--- src/rtl/instr_fetch_queue.sv ---
// Instruction fetch queue: byte-wide program memory reads (2 per instruction), DEPTH-entry instruction/PC buffer.
// Optional FQ_MISALIGN_TRAP_EN: an odd redirect target traps (sticky misalign) and halts fetch until an even redirect.
module instr_fetch_queue #(
  parameter int         DEPTH    = 4,
  parameter logic [7:0] RESET_PC = 8'h00
) (
  input  logic                   clk,
  input  logic                   reset,
  output logic                   mem_req,
  output logic [7:0]             mem_addr,
  input  logic [7:0]             mem_rdata,
  input  logic                   redirect,
  input  logic [7:0]             redirect_pc,
  output logic                   out_valid,
  input  logic                   out_ready,
  output logic [15:0]            out_instr,
  output logic [7:0]             out_pc,
  output logic [$clog2(DEPTH):0] count,
  output logic                   misalign
);

  localparam int AW = $clog2(DEPTH);
  localparam int CW = AW + 1;
  localparam logic [CW-1:0] FULL = CW'(DEPTH);

  // state  | meaning
  // S_HI   | idle / waiting for room; issues the hi-byte read when the queue has space
  // S_LO   | hi byte returning; issues the lo-byte read
  // S_PUSH | lo byte returning; pushes the instruction and may chain the next hi read
  typedef enum logic [1:0] {S_HI, S_LO, S_PUSH} state_t;

  state_t         r_state;
  logic [7:0]     r_fetch_pc;
  logic [7:0]     r_hi;
  logic [15:0]    r_instr [DEPTH];
  logic [7:0]     r_pc    [DEPTH];
  logic [AW-1:0]  r_wptr;
  logic [AW-1:0]  r_rptr;
  logic [CW-1:0]  r_count;
  logic           r_mem_req;
  logic [7:0]     r_mem_addr;
  logic           r_misalign;

  logic           w_pop;
  logic           w_push;
  logic           w_halt;
  logic           w_odd_trap;
  logic [7:0]     w_pc_next;
  logic [7:0]     w_redirect_pc;
  logic [CW-1:0]  w_cnt_after;

  assign w_pop         = out_valid & out_ready;
  assign w_push        = (r_state == S_PUSH);
  assign w_pc_next     = r_fetch_pc + 8'd2;
  assign w_redirect_pc = redirect_pc & 8'hFE;
  assign w_cnt_after   = r_count + CW'(1) - CW'(w_pop);

`ifdef FQ_MISALIGN_TRAP_EN
  assign w_halt     = r_misalign;
  assign w_odd_trap = redirect_pc[0];
`else
  assign w_halt     = 1'b0;
  assign w_odd_trap = 1'b0;
`endif

  always_ff @(posedge clk) begin
    if (!reset) begin
      r_state    <= S_HI;
      r_fetch_pc <= RESET_PC;
      r_hi       <= 8'h00;
      r_wptr     <= '0;
      r_rptr     <= '0;
      r_count    <= '0;
      r_mem_req  <= 1'b0;
      r_mem_addr <= 8'h00;
      r_misalign <= 1'b0;
    end else if (redirect) begin
      // Flush wins over everything; a concurrent pop is simply absorbed by the clear.
      r_state    <= S_HI;
      r_fetch_pc <= w_redirect_pc;
      r_wptr     <= '0;
      r_rptr     <= '0;
      r_count    <= '0;
      r_mem_req  <= 1'b0;
      r_misalign <= w_odd_trap;
    end else begin
      if (w_pop) r_rptr <= r_rptr + AW'(1);
      r_count <= r_count + CW'(w_push) - CW'(w_pop);
      case (r_state)
        S_HI: begin
          if (!w_halt && (r_count < FULL)) begin
            r_mem_req  <= 1'b1;
            r_mem_addr <= r_fetch_pc;
            r_state    <= S_LO;
          end else begin
            r_mem_req  <= 1'b0;
          end
        end
        S_LO: begin
          r_hi       <= mem_rdata;
          r_mem_req  <= 1'b1;
          r_mem_addr <= r_fetch_pc + 8'd1;
          r_state    <= S_PUSH;
        end
        S_PUSH: begin
          r_wptr     <= r_wptr + AW'(1);
          r_fetch_pc <= w_pc_next;
          // Chain the next hi read only if the slot will still exist after this push/pop.
          if (w_cnt_after < FULL) begin
            r_mem_req  <= 1'b1;
            r_mem_addr <= w_pc_next;
            r_state    <= S_LO;
          end else begin
            r_mem_req  <= 1'b0;
            r_state    <= S_HI;
          end
        end
        default: begin
          r_mem_req <= 1'b0;
          r_state   <= S_HI;
        end
      endcase
    end
  end

  always_ff @(posedge clk) begin
    if (reset && !redirect && w_push) begin
      r_instr[r_wptr] <= {r_hi, mem_rdata};
      r_pc[r_wptr]    <= r_fetch_pc;
    end
  end

  assign mem_req   = r_mem_req;
  assign mem_addr  = r_mem_addr;
  assign count     = r_count;
  assign misalign  = r_misalign;
  assign out_valid = (r_count != '0);
  assign out_instr = out_valid ? r_instr[r_rptr] : 16'h0000;
  assign out_pc    = out_valid ? r_pc[r_rptr]    : 8'h00;

endmodule
--- config.mk ---
export PLATFORM = sky130hd
export DESIGN_NAME = instr_fetch_queue
export DESIGN_NICKNAME = d
export VERILOG_FILES = /design/src/rtl/instr_fetch_queue.sv
export SDC_FILE = /design/constraint.sdc
export NUM_CORES = 1
export LEC_CHECK = 0
export CORE_UTILIZATION = 55
export CTS_CLUSTER_DIAMETER = 60
export DETAILED_ROUTE_END_ITERATION = 8
export PLACE_DENSITY_LB_ADDON = 0.25
export SLEW_MARGIN = 20
export SYNTH_ARGS = -nofsm -noshare
export SYNTH_HDL_FRONTEND = slang
export SYNTH_SLANG_ARGS = --single-unit
--- constraint.sdc ---
create_clock -name clk -period 3.1 [get_ports clk]
set_input_delay 0.465 -clock clk [delete_from_list [all_inputs] [get_ports clk]]
set_output_delay 0.465 -clock clk [all_outputs]
set_load 0.005 [all_outputs]
# Word level (Yosys, flattened, before mapping)
# Memories as Yosys holds them, arrays and structs flattened. A register that Yosys moved wholly into a read port is not among the register bits.
# Cells that the tools add are included.
# W data, S select, Z words.
dict set report op_classes {
  n_addsub 8
  multipliers 0
  div 0
  magnitude_cmp 2
  eq_ne 4
  shifts 0
  n_mux 19
  n_bitwise 3
  reduce_logical 10
}
# op n
set ops {}
lappend ops {{$mux W8} 5}
lappend ops {{$pmux W8 S3} 1}
lappend ops {{$mux W16} 1}
lappend ops {{$mux W2} 5}
lappend ops {{$add A8 B1 Y8 const B} 1}
lappend ops {{$add A8 B2 Y8 const B} 1}
lappend ops {{$lt A3 B3 Y1 const B} 2}
lappend ops {{$pmux W2 S3} 1}
lappend ops {{$reduce_bool A3 Y1} 2}
lappend ops {{$sub A3 B1 Y3} 2}
lappend ops {{$mux W1} 5}
lappend ops {{$add A2 B1 Y2 const B} 2}
lappend ops {{$reduce_and A4 Y1} 1}
lappend ops {{$add A3 B1 Y3} 1}
lappend ops {{$add A3 B1 Y3 const B} 1}
lappend ops {{$pmux W1 S3} 1}
lappend ops {{$eq A2 B1 Y1 const B} 1}
lappend ops {{$eq A2 B2 Y1 const B} 1}
lappend ops {{$logic_and A1 B1 Y1} 2}
lappend ops {{$logic_not A2 Y1} 1}
lappend ops {{$ne A2 B1 Y1 const B} 1}
lappend ops {{$ne A2 B2 Y1 const B} 1}
lappend ops {{$not A1 Y1} 2}
lappend ops {{$reduce_and A2 Y1} 1}
lappend ops {{other kinds (4)} 4}
dict set report totals {
  register_bits 34
  latch_bits 0
  ramBits 96
  romBits 0
  input_bits 20
  output_inout_bits 38
  wordCells 57
  memories 2
}
# memory depth width rd rd_clocked_by_memory_dff write_ports line_no
set memory_table {}
lappend memory_table {r_instr 4 16 1 1 1 35} ;# logic [15:0] r_instr [DEPTH];
lappend memory_table {r_pc 4 8 1 1 1 36} ;# logic [7:0] r_pc [DEPTH];

# Longest topological paths before layout
dict set report depth {
  depth_word 6
  ltp_mapped 12
  mapped_depth_nobuf 11
}

# Least setup slack after synthesis
# OpenSTA, ideal clock, no wires.
dict set report synth_timing {
  path_kind {register to register}
  startpoint {reg r_count[2], in the netlist count[2]}
  endpoint {reg r_count[2], in the netlist count[2]}
  setup_ps 124
  arrival_ps 2317
  required_time_ps 2976
  path_slack_ps 659
  path_stages_with_launch 13
  synth_period_minus_slack_ps 2441
  path_cell_list {dfxtp_1 > buf_6 > or3_1 > clkbuf_1 > and2_1 > ha_1 > inv_1 > ha_1 > inv_1 > fa_1 > xnor2_1 > xnor2_1 > nor2_1}
}
dict set report synth_via {
  elab_chain_len 3
}
# element line_no
set synth_rtl {}
lappend synth_rtl {{start, declared} 39} ;# logic [CW-1:0] r_count;
lappend synth_rtl {{start signal, assigned} 88} ;# r_count <= r_count + CW'(w_push) - CW'(w_pop);
lappend synth_rtl {{$reduce_bool A3 Y1} 137} ;# assign out_valid = (r_count != '0);
lappend synth_rtl {{$and A1 B1 Y1} 52} ;# assign w_pop = out_valid & out_ready;
lappend synth_rtl {{via w_pop} 44} ;# logic w_pop;
lappend synth_rtl {{$sub A3 B1 Y3} 88}
# The timed path passes the listed nets, and every way through them passes these cells.
# A chain may end at the register's enable or synchronous reset.

==> out/metrics.yaml <==
detail_route.vias_per_cell: 5.52
dp.final_hpwl_um: 6030
dr.pass1.iters: 4
drv_cap: 0
ys_ff_latch: 127
num_vias: 3079
met3WireLength_um: 507
worstHoldStart: "mem_addr[3]$_SDFFE_PN0P_"
cts_hold_buffers: 0
netlist_instances: 350
hold_path.class: "reg -> reg"
nNetsFinal: 448
reg2reg_from: "count[2]$_SDFF_PP0_"
rsz0062_at_grt: "false"
worstSetupPathType: "reg -> out"
yosysMostFrequentCell: "edfxtp_1"
portBuffers: 54
syn-cell-area_mm2: 0.00531
grt_usage_pct: 22.3
p_leak_nw: 2.34
cts_sinks: 127
yosysWarnings: 0
synth.largest_area_cell: "edfxtp_1"
dr_wl_met2_um: 5360
r2r_slack_ns: 0.71
yosysTopAreaCellShare_pct: 52.1
grt_pass1_wl_um: 16300
start_kind: "register"
antenna_found_initial: 0
layout-drive-gt1-share_pct: 17.5
fin_setup_tns_ns: 0
hold_viol: 0
cts-root-buf: "clkbuf_8"
finalSetupViolCount: 0
worstPathMaxFanout: 23
clk_path_buf_depth: 2
drv_slew: 0
async_reset_ff_share_pct: 0
cts_made_buffers: 17
ctsResizeCount: 0
ant_nets: 0
synth_seq_area_share_pct: 65.3
critical-path-slowest-cell: "mux4_2"
fmax_ghz: 0.339
rr_endpoint: "count[2]$_SDFF_PP0_"
num_io_pins: 58
clock-skew-final_ns: 0.00729
placementRows: 35
dr.max_layer_used: "met4"
synth.distinct_cells: 40
post-route-period-util_pct: 95.2
first_iter_violations: 134
area_delta_synth_final_pct: 24.9
critPathRequiredTime_ns: 2.63
die_y_um: 100
worstPathCellList: "buf_4, mux4_2, and2_1, clkdlybuf4s50_1"
min_path_cells: 2
yosys-top-cells-area: "edfxtp_1 (52%), dfxtp_1 (13%), mux4_2 (9.8%)"
ys.flop_type: "edfxtp_1"
gp_congestion: 0.801
cts_tree: "done"
grt_pass1_vias: 3143
dieArea_mm2: 0.0100
crit_arrival_ns: 2.49
routed_wl_um: 10300
synth.avg_cell_area_um2: 15.2
cts_setup_buffers: 0
wl_per_cell_um: 18.5
synth-edff-count: 92
final_core_util_pct: 71.4
status: "finished clean"
max_stage_delay_ns: 0.58
worstHoldEndpoint: "mem_addr[3]$_SDFFE_PN0P_"
core_area_mm2: 0.00928
grt_max_degree: 26
min_period_ns: 2.95
r2r_cells: 10
start_util_pct: 57.1
drc: 0
cp-end-kind: "output pin"
clk_latency_ns: 0.52
antenna_cells: 0
synthTopCellsByCount: "edfxtp_1 (92), dfxtp_1 (35), and2_1 (25)"
die_x_um: 100
overflow: 0
cts.clk_slew.worst_paths_ns: 0.06
ir_worst_vdd_uv: 308
wl_met1_um: 4300
power_density_mw_per_mm2: 615
cts_max_level: 4
-- where the power goes --
part / leakage (nW) / switching, mW / internal, mW
Combinational: 0.907 / 0.0834 / 0.0929
Clock: 0.284 / 0.725 / 1.31
Sequential: 1.15 / 0.0300 / 1.84
-- how the worst max path moves through the flow --
stage / from / to / slack [ns] / cells past startpoint
floorplan: count[2]$_SDFF_PP0_ / count[2]$_SDFF_PP0_ / 0.66 / 12
global placement: out_ready / count[2]$_SDFF_PP0_ / 0.64 / 10
detailed placement: out_ready / count[2]$_SDFF_PP0_ / 0.60 / 10
CTS: register / out_pc[7] / 0.08 / 4
global route: register / out_pc[7] / 0.03 / 4
finish: register / out_pc[7] / 0.15 / 4
-- routing by layer --
| metal | global-route usage (%) | vias to the layer above |
|---|---|---|
| met1 | 27.6 | 1523 |
| met4 | 8.25 | 0 |
| met2 | 37.1 | 103 |
| li1 | - | 1438 |
| met3 | 6.82 | 15 |
| met5 | 0 | - |
-- sequential cells by signal (all words and copies together) (netlist names), named ones only --
name and cells:
r_instr 64, r_fetch_pc 7, r_pc 28, r_state 2, mem_addr 8, count 3, r_rptr 2, mem_req 1
r_wptr 2, r_hi 8
-- logic make-up (layout without fill, tap and decap cells) --
kind of cell    count (synthesis)  count (layout)  synth area share [%]
xor+xnor                       12              12                  1.98
other cells                     1               2                0.0707
simple gates                   92              92                  9.43
fa+ha+maj                      12              12                  2.97
mux                            40              40                  13.1
compound gates                 33              33                  4.25
buf+inv                        33             111                  2.90
flops                         127             127                  65.3
-- per-stage QoR --
stage	hold slack (ns)	setup slack (ns)	cells	total power, mW	cell area (um^2)
after floorplan	0.452	0.659	351	1.99	5310
final	0.467	0.150	558	4.08	6630
after global placement	0.453	0.637	526	2.07	6020
after detailed placement	0.457	0.595	526	2.08	6020
after global routing	0.502	0.0315	558	4.19	6630
after CTS	0.476	0.0835	558	4.09	6630
-- critical path, delay by kind of cell, from the launching register on --
kind | cells | cell delay (ns)
buffers and inverters | 2 | 0.85
DFF | 1 | 0.33
muxes | 1 | 0.58
and+or+nand+nor | 1 | 0.19
-- cell type report --
type                       count  area (um^2)
clock buffer                  19          422
inverter                      11         41.3
sequential                   127         3460
clock inverter                13          190
fill                         617         2660
multi-input combinational    191         1690
tap                          129          161
timing repair buffer          68          658
-- cells in the final DEF, fill, tap and decap left out, types with 4 or more instances in the layout --
cell / netlist / routed
and3_1: 7 / 7
clkinvlp_4: 0 / 4
and2_1: 25 / 25
mux4_2: 23 / 23
dfxtp_1: 35 / 35
mux2i_1: 14 / 14
buf_4: 2 / 13
clkdlybuf4s50_1: 0 / 54
edfxtp_1: 92 / 92
xor2_1: 5 / 5
clkbuf_16: 0 / 16
nand3_1: 5 / 5
nand4_1: 6 / 6
nor2b_1: 4 / 4
bufinv_16: 0 / 4
a21oi_1: 14 / 14
ha_1: 11 / 11
clkinv_4: 0 / 4
xnor2_1: 7 / 7
nor2_1: 19 / 19
nand2_1: 17 / 17
o21ai_0: 9 / 9
inv_1: 11 / 11
No activity file was read; power rests on OpenSTA's default activity.
